[config.mk]
export PLATFORM = sky130hd
export DESIGN_NAME = clock_enable_scheduler
export DESIGN_NICKNAME = d
export VERILOG_FILES = /design/src/rtl/clock_enable_scheduler_pkg.sv /design/src/rtl/tick_channel.sv /design/src/rtl/clock_enable_scheduler.sv
export SDC_FILE = /design/constraint.sdc
export NUM_CORES = 1
export LEC_CHECK = 0
export ABC_AREA = 1
export CORE_ASPECT_RATIO = 1.2
export CORE_MARGIN = 1
export CORE_UTILIZATION = 53
export CTS_CLUSTER_DIAMETER = 50
export DETAILED_ROUTE_END_ITERATION = 8
export MAX_ROUTING_LAYER = met4
export PLACE_DENSITY = 0.68
export SYNTH_ARGS = -nofsm -noshare
export SYNTH_HDL_FRONTEND = slang
export SYNTH_SLANG_ARGS = --single-unit
[constraint.sdc]
create_clock -name clk_i -period 5.6 [get_ports clk_i]
set_clock_uncertainty 0.15 [all_clocks]
set_input_delay 0.84 -clock clk_i [delete_from_list [all_inputs] [get_ports clk_i]]
set_output_delay 0.84 -clock clk_i [all_outputs]
set_load 0.01 [all_outputs]
[src/rtl/clock_enable_scheduler_pkg.sv]
// Shared types and constants for the clock-enable scheduler.
// The per-channel config struct is sized by DIV_W_DFLT; the top-level DIV_W must match it.
package clock_enable_scheduler_pkg;

  localparam int DIV_W_DFLT = 16;

  typedef enum logic {
    IDLE = 1'b0,
    PEND = 1'b1
  } cfg_state_t;

  typedef struct packed {
    logic                  en;
    logic [DIV_W_DFLT-1:0] div;
  } ch_cfg_t;

  function automatic int ch_width(input int n);
    return (n > 1) ? $clog2(n) : 1;
  endfunction

endpackage

[src/rtl/tick_channel.sv]
// One divide channel: counter, registered tick strobe and 50%-duty divided clock.
// Updates land only on a boundary so the divided clock never glitches.
module tick_channel
  import clock_enable_scheduler_pkg::*;
#(
  parameter int DIV_W = DIV_W_DFLT
) (
  input  logic    clk_i,
  input  logic    rst_i,
  input  logic    apply_i,
  input  ch_cfg_t new_cfg_i,
  input  logic    sync_i,
  output logic    tick_o,
  output logic    clk_o,
  output logic    boundary_o
);

  logic             en_q, en_d;
  logic [DIV_W-1:0] div_q, div_d;
  logic [DIV_W-1:0] cnt_q, cnt_d;
  logic             clk_q, clk_d;
  logic             tick_q, tick_d;
  logic             hit;

  assign hit        = en_q && (cnt_q == div_q);
  assign boundary_o = !en_q || hit || sync_i;
  assign tick_o     = tick_q;
  assign clk_o      = clk_q;

  always_comb begin
    en_d   = en_q;
    div_d  = div_q;
    cnt_d  = cnt_q;
    clk_d  = clk_q;
    tick_d = 1'b0;
    if (!en_q) begin
      cnt_d = '0;
      clk_d = 1'b0;
      if (apply_i) begin
        en_d  = new_cfg_i.en;
        div_d = new_cfg_i.div;
        // A freshly enabled channel treats the apply cycle itself as phase 0.
        if (new_cfg_i.en) begin
          if (new_cfg_i.div == '0) begin
            tick_d = 1'b1;
            clk_d  = 1'b1;
          end else begin
            cnt_d = DIV_W'(1);
          end
        end
      end
    end else if (sync_i) begin
      cnt_d = '0;
      clk_d = 1'b0;
      if (apply_i) begin
        en_d  = new_cfg_i.en;
        div_d = new_cfg_i.div;
      end
    end else begin
      tick_d = hit;
      cnt_d  = hit ? '0 : cnt_q + DIV_W'(1);
      clk_d  = hit ? ~clk_q : clk_q;
      if (apply_i) begin
        en_d  = new_cfg_i.en;
        div_d = new_cfg_i.div;
        cnt_d = '0;
        if (!new_cfg_i.en) begin
          tick_d = 1'b0;
          clk_d  = 1'b0;
        end
      end
    end
  end

  always_ff @(posedge clk_i) begin
    if (rst_i) begin
      en_q   <= 1'b0;
      div_q  <= '0;
      cnt_q  <= '0;
      clk_q  <= 1'b0;
      tick_q <= 1'b0;
    end else begin
      en_q   <= en_d;
      div_q  <= div_d;
      cnt_q  <= cnt_d;
      clk_q  <= clk_d;
      tick_q <= tick_d;
    end
  end

endmodule

[src/rtl/clock_enable_scheduler.sv]
// Multi-channel clock-enable generator; config port holds one pending update at a time
// and releases it on the target channel's next boundary.
module clock_enable_scheduler
  import clock_enable_scheduler_pkg::*;
#(
  parameter int NUM_CH = 4,
  parameter int DIV_W  = DIV_W_DFLT
) (
  input  logic                        clk_i,
  input  logic                        rst_i,
  input  logic                        cfg_valid_i,
  output logic                        cfg_ready_o,
  input  logic [ch_width(NUM_CH)-1:0] cfg_ch_i,
  input  logic [DIV_W-1:0]            cfg_div_i,
  input  logic                        cfg_en_i,
  input  logic                        sync_i,
  output logic [NUM_CH-1:0]           tick_o,
  output logic [NUM_CH-1:0]           clk_o,
  output logic                        err_o
);

  localparam int              CH_W     = ch_width(NUM_CH);
  localparam logic [CH_W:0]   NUM_CH_L = (CH_W+1)'(NUM_CH);

  cfg_state_t        state_q, state_d;
  logic [CH_W-1:0]   pend_ch_q, pend_ch_d;
  ch_cfg_t           pend_cfg_q, pend_cfg_d;
  logic              err_q, err_d;
  logic [NUM_CH-1:0] boundary;
  logic [NUM_CH-1:0] apply;
  logic              cfg_hs;
  logic              ch_invalid;

  assign cfg_ready_o = (state_q == IDLE);
  assign err_o       = err_q;
  assign cfg_hs      = cfg_valid_i && (state_q == IDLE);
  assign ch_invalid  = ({1'b0, cfg_ch_i} >= NUM_CH_L);

  always_comb begin
    apply = '0;
    for (int i = 0; i < NUM_CH; i++) begin
      apply[i] = (state_q == PEND) && (pend_ch_q == CH_W'(i)) && boundary[i];
    end
  end

  always_comb begin
    state_d    = state_q;
    pend_ch_d  = pend_ch_q;
    pend_cfg_d = pend_cfg_q;
    err_d      = 1'b0;
    if (state_q == IDLE) begin
      if (cfg_hs) begin
        // Out-of-range targets are consumed so the requester never stalls on them.
        if (ch_invalid) begin
          err_d = 1'b1;
        end else begin
          pend_ch_d      = cfg_ch_i;
          pend_cfg_d.en  = cfg_en_i;
          pend_cfg_d.div = cfg_div_i;
          state_d        = PEND;
        end
      end
    end else begin
      if (|apply) begin
        state_d = IDLE;
      end
    end
  end

  always_ff @(posedge clk_i) begin
    if (rst_i) begin
      state_q    <= IDLE;
      pend_ch_q  <= '0;
      pend_cfg_q <= '0;
      err_q      <= 1'b0;
    end else begin
      state_q    <= state_d;
      pend_ch_q  <= pend_ch_d;
      pend_cfg_q <= pend_cfg_d;
      err_q      <= err_d;
    end
  end

  for (genvar g = 0; g < NUM_CH; g++) begin : g_ch
    tick_channel #(
      .DIV_W (DIV_W)
    ) u_ch (
      .clk_i      (clk_i),
      .rst_i      (rst_i),
      .apply_i    (apply[g]),
      .new_cfg_i  (pend_cfg_q),
      .sync_i     (sync_i),
      .tick_o     (tick_o[g]),
      .clk_o      (clk_o[g]),
      .boundary_o (boundary[g])
    );
  end

endmodule

==> impl_results.md <==
- Outcome: completed
- Post-DR vias/cell: 5.02
- Final worst path period share: 56.0%
- DRC violation total after the first TritonRoute iteration: 372
- Num Clock Sinks: 160
- # diodes: 0
- CTS Root Cell: clkbuf_16
- Synth Area in Adders: 0.676%
- I/O Buffers: 31
- Initial core utilization: 55.2%
- Area Growth Syn to Fin: 11.7%
- Stages on the worst setup path: 5
- Setup bufs post-CTS: 0
- H-tree levels: 4
- Sequential share of the synthesized area: 43.3%
- R2r setup slk: 3.09 ns
- Worst skew pair latency: 0.41 ns
- Critical path peak fanout: 64
- Ports: 33
- Met2 WL post-DR: 7680 um
- Slew @ Worst Pin: 0.945 ns
- Pre-CTS setup slack: 2.05 ns
- Synth warnings: 0
- DRT met1 WL: 7520 um
- Syn Nets: 1,068
- Post-route minimum period: 3.14 ns
- DR WL/cell: 13.1 um
- Reg2reg path depth: 11
- Crit path DAT: 3.35 ns
- Routed Antenna Nets: 0
- Crit-path max cell delay: 0.72 ns
- DRC: 0
- Startpoint types: input port
- Worst path top cell family by delay: buffers and inverters
- Core area: 13,400 um^2
- CTS Buffer Depth: 2
- Final Max Slew Viols: 0
- Min-delay worst type: reg2reg
- Gp weighted congestion: 0.857
- CTS Hold Bufs: 0
- Post-CTS Resized: 0
- CP Data Required Time: 5.81 ns
- Die H: 131 um
- Final Worst Setup Slack: 2.46 ns
- Chip width: 110 um
- Slew Limit Headroom: 36.8%
- Critical path buffers and inverters: 2
- PD cells: 301 nW/um^2
- CP endpoint kind: register
- Static Leak: 3.30 nW
- Worst Path Class, Setup: in2reg
- CTS tree: built
- Compound-Gate Fraction of Synth Area: 12.8%
- Global-route wire length before repair: 27,000 um
- Most frequent cells in the layout: nand2_1, dfxtp_1, nor2_1
- Routed length on met3: 623 um
- Max cap viols: 0
- Share of layout cells above drive strength 1: 7.68%
- Synthesized flop and latch total: 160
- Layout Nets: 1,082
- Highest routed layer: met4
- Initial antenna violation count: 0
- Vias: 6,203
- RSZ-0062 raised after global routing: no
- Worst-path clk slew: 0.06 ns
- Max Clock Freq: 0.319 GHz
- Most used DFF post-synth: dfxtp_1
- Largest family of logic cells by synthesized area: simple AND/OR/NAND/NOR gates
- Die area: 14,400 um^2
- Async SR Flop Fraction: 0%
- Syn Area/Cell: 7.11 um^2
- Mux contribution to synthesized area: 0.135%
- 1st-pass router iterations: 6
- Num CTS Buffers: 17
- Gr usage total: 24.9%
- Final Hold Vio Count: 0
- Setup Viol. Count Final: 0
- XOR/XNOR share of the synthesized area: 4.85%
- Peak supply drop: 0.186 mV
- Global route overflow: 0
- Gate Count Post-Synth: 1,041
- Critical Path, Cell by Cell: clkdlybuf4s50_1 > inv_2 > nand3_1 > a21oi_1 > o21a_1
- Critical path's slowest cell: inv_2
- Vias in the first global route: 5,782
- Synth cell types: 42
- Row cnt: 46
- Commonest non-fill, non-tap cell in the layout: nand2_1
- Post-Synthesis Cell Area: 7400 um^2
- DRT Wirelength: 16,200 um
- Hold depth: 2
- Setup TNS: 0 ns
- DPL Wire Length: 11,200 um
- Number of flops mapped to enable cells by yosys: 0
- Largest net degree at the start of global routing: 65
- Simple-gate share of the synthesized area: 28.6%
-- cell families (layout without fill, tap and decap cells) --
group,after synthesis,in the layout
and+or+nand+nor,483,483
AOI/OAI and AO/OA,182,182
buffers and inverters,169,196
DFF,160,160
xor gates and xnor gates,41,41
adders and majority gates,4,4
other,1,1
muxes,1,1
-- flip-flops by register name (all words and copies together) (netlist names), named ones only --
| register | count |
|---|---|
| g_ch.u_ch.clk_o | 4 |
| g_ch.u_ch.cnt_q | 64 |
| g_ch.u_ch.div_q | 64 |
| g_ch.u_ch.tick_o | 4 |
| pend_cfg_q | 17 |
| pend_ch_q | 2 |
| state_q | 1 |
-- routing by layer --
layer  track usage, %  up-vias
li1                 -     3327
met1             31.0     2749
met2             40.1      100
met3             4.91       27
met4             7.85        0
met5                -        -
-- where the power goes --
group	leakage [nW]	internal, W	switching, W
Clock	0.274	0.000638	0.000436
Combinational	1.73	0.0000740	0.000120
Sequential	1.30	0.00118	0.0000464
-- path summary, 6_finish.rpt --
path	startpoint	endpoint
max	rst_i	g_ch[0].u_ch.cnt_q[15]
min	g_ch[1].u_ch.div_q[1]	g_ch[1].u_ch.div_q[1]
max reg2reg	g_ch[0].u_ch.cnt_q[13]	g_ch[0].u_ch.div_q[8]
min reg2reg	g_ch[1].u_ch.div_q[1]	g_ch[1].u_ch.div_q[1]
-- area by class of cell --
class	count	area (um^2)
Sequential cell	160	3200
Multi-Input combinational cell	712	3490
Inverter	132	502
Clock buffer	28	527
Fill cell	1259	5140
Clock inverter	4	23.8
Timing Repair Buffer	32	318
Tap cell	168	210
-- worst min-delay path: cells and delay by family, from the launching register on --
kind	cells	cell delay (ns)
AO/OA/AOI/OAI	1	0.05
buffers and inverters	1	0.06
flip-flops	1	0.31
-- metrics by stage --
stage	utilization [%]	hold slack (ns)	cell area [um^2]	total power, W	cells
3_5_place_dp	57.6	0.310	7720	0.00144	1204
2_1_floorplan	-	0.294	7400	0.00137	1041
3_3_place_gp	57.6	0.306	7720	0.00144	1204
5_1_grt	61.7	0.337	8270	0.00259	1236
4_1_cts	61.7	0.320	8270	0.00251	1236
6_report	61.7	0.317	8270	0.00249	1236
-- cell usage after synthesis (6+ instances only) --
cell type	number	area share (%)
nor4_1	7	0.59
buf_2	11	0.74
buf_4	9	0.91
nand2_1	221	11
dfxtp_1	160	43
o21ai_1	34	2.3
nand4_1	7	0.59
nand2_2	6	0.51
inv_2	18	0.91
nor2_2	9	0.76
clkbuf_1	14	0.71
o21ai_0	56	3.8
nor3_1	18	1.2
xor2_1	40	4.7
nand3_2	6	0.81
inv_1	112	5.7
a21oi_1	76	5.1
nor2_1	159	8.1
nand3_1	27	1.8
nor3b_1	9	0.91
Power figures use the tool's default switching activity.
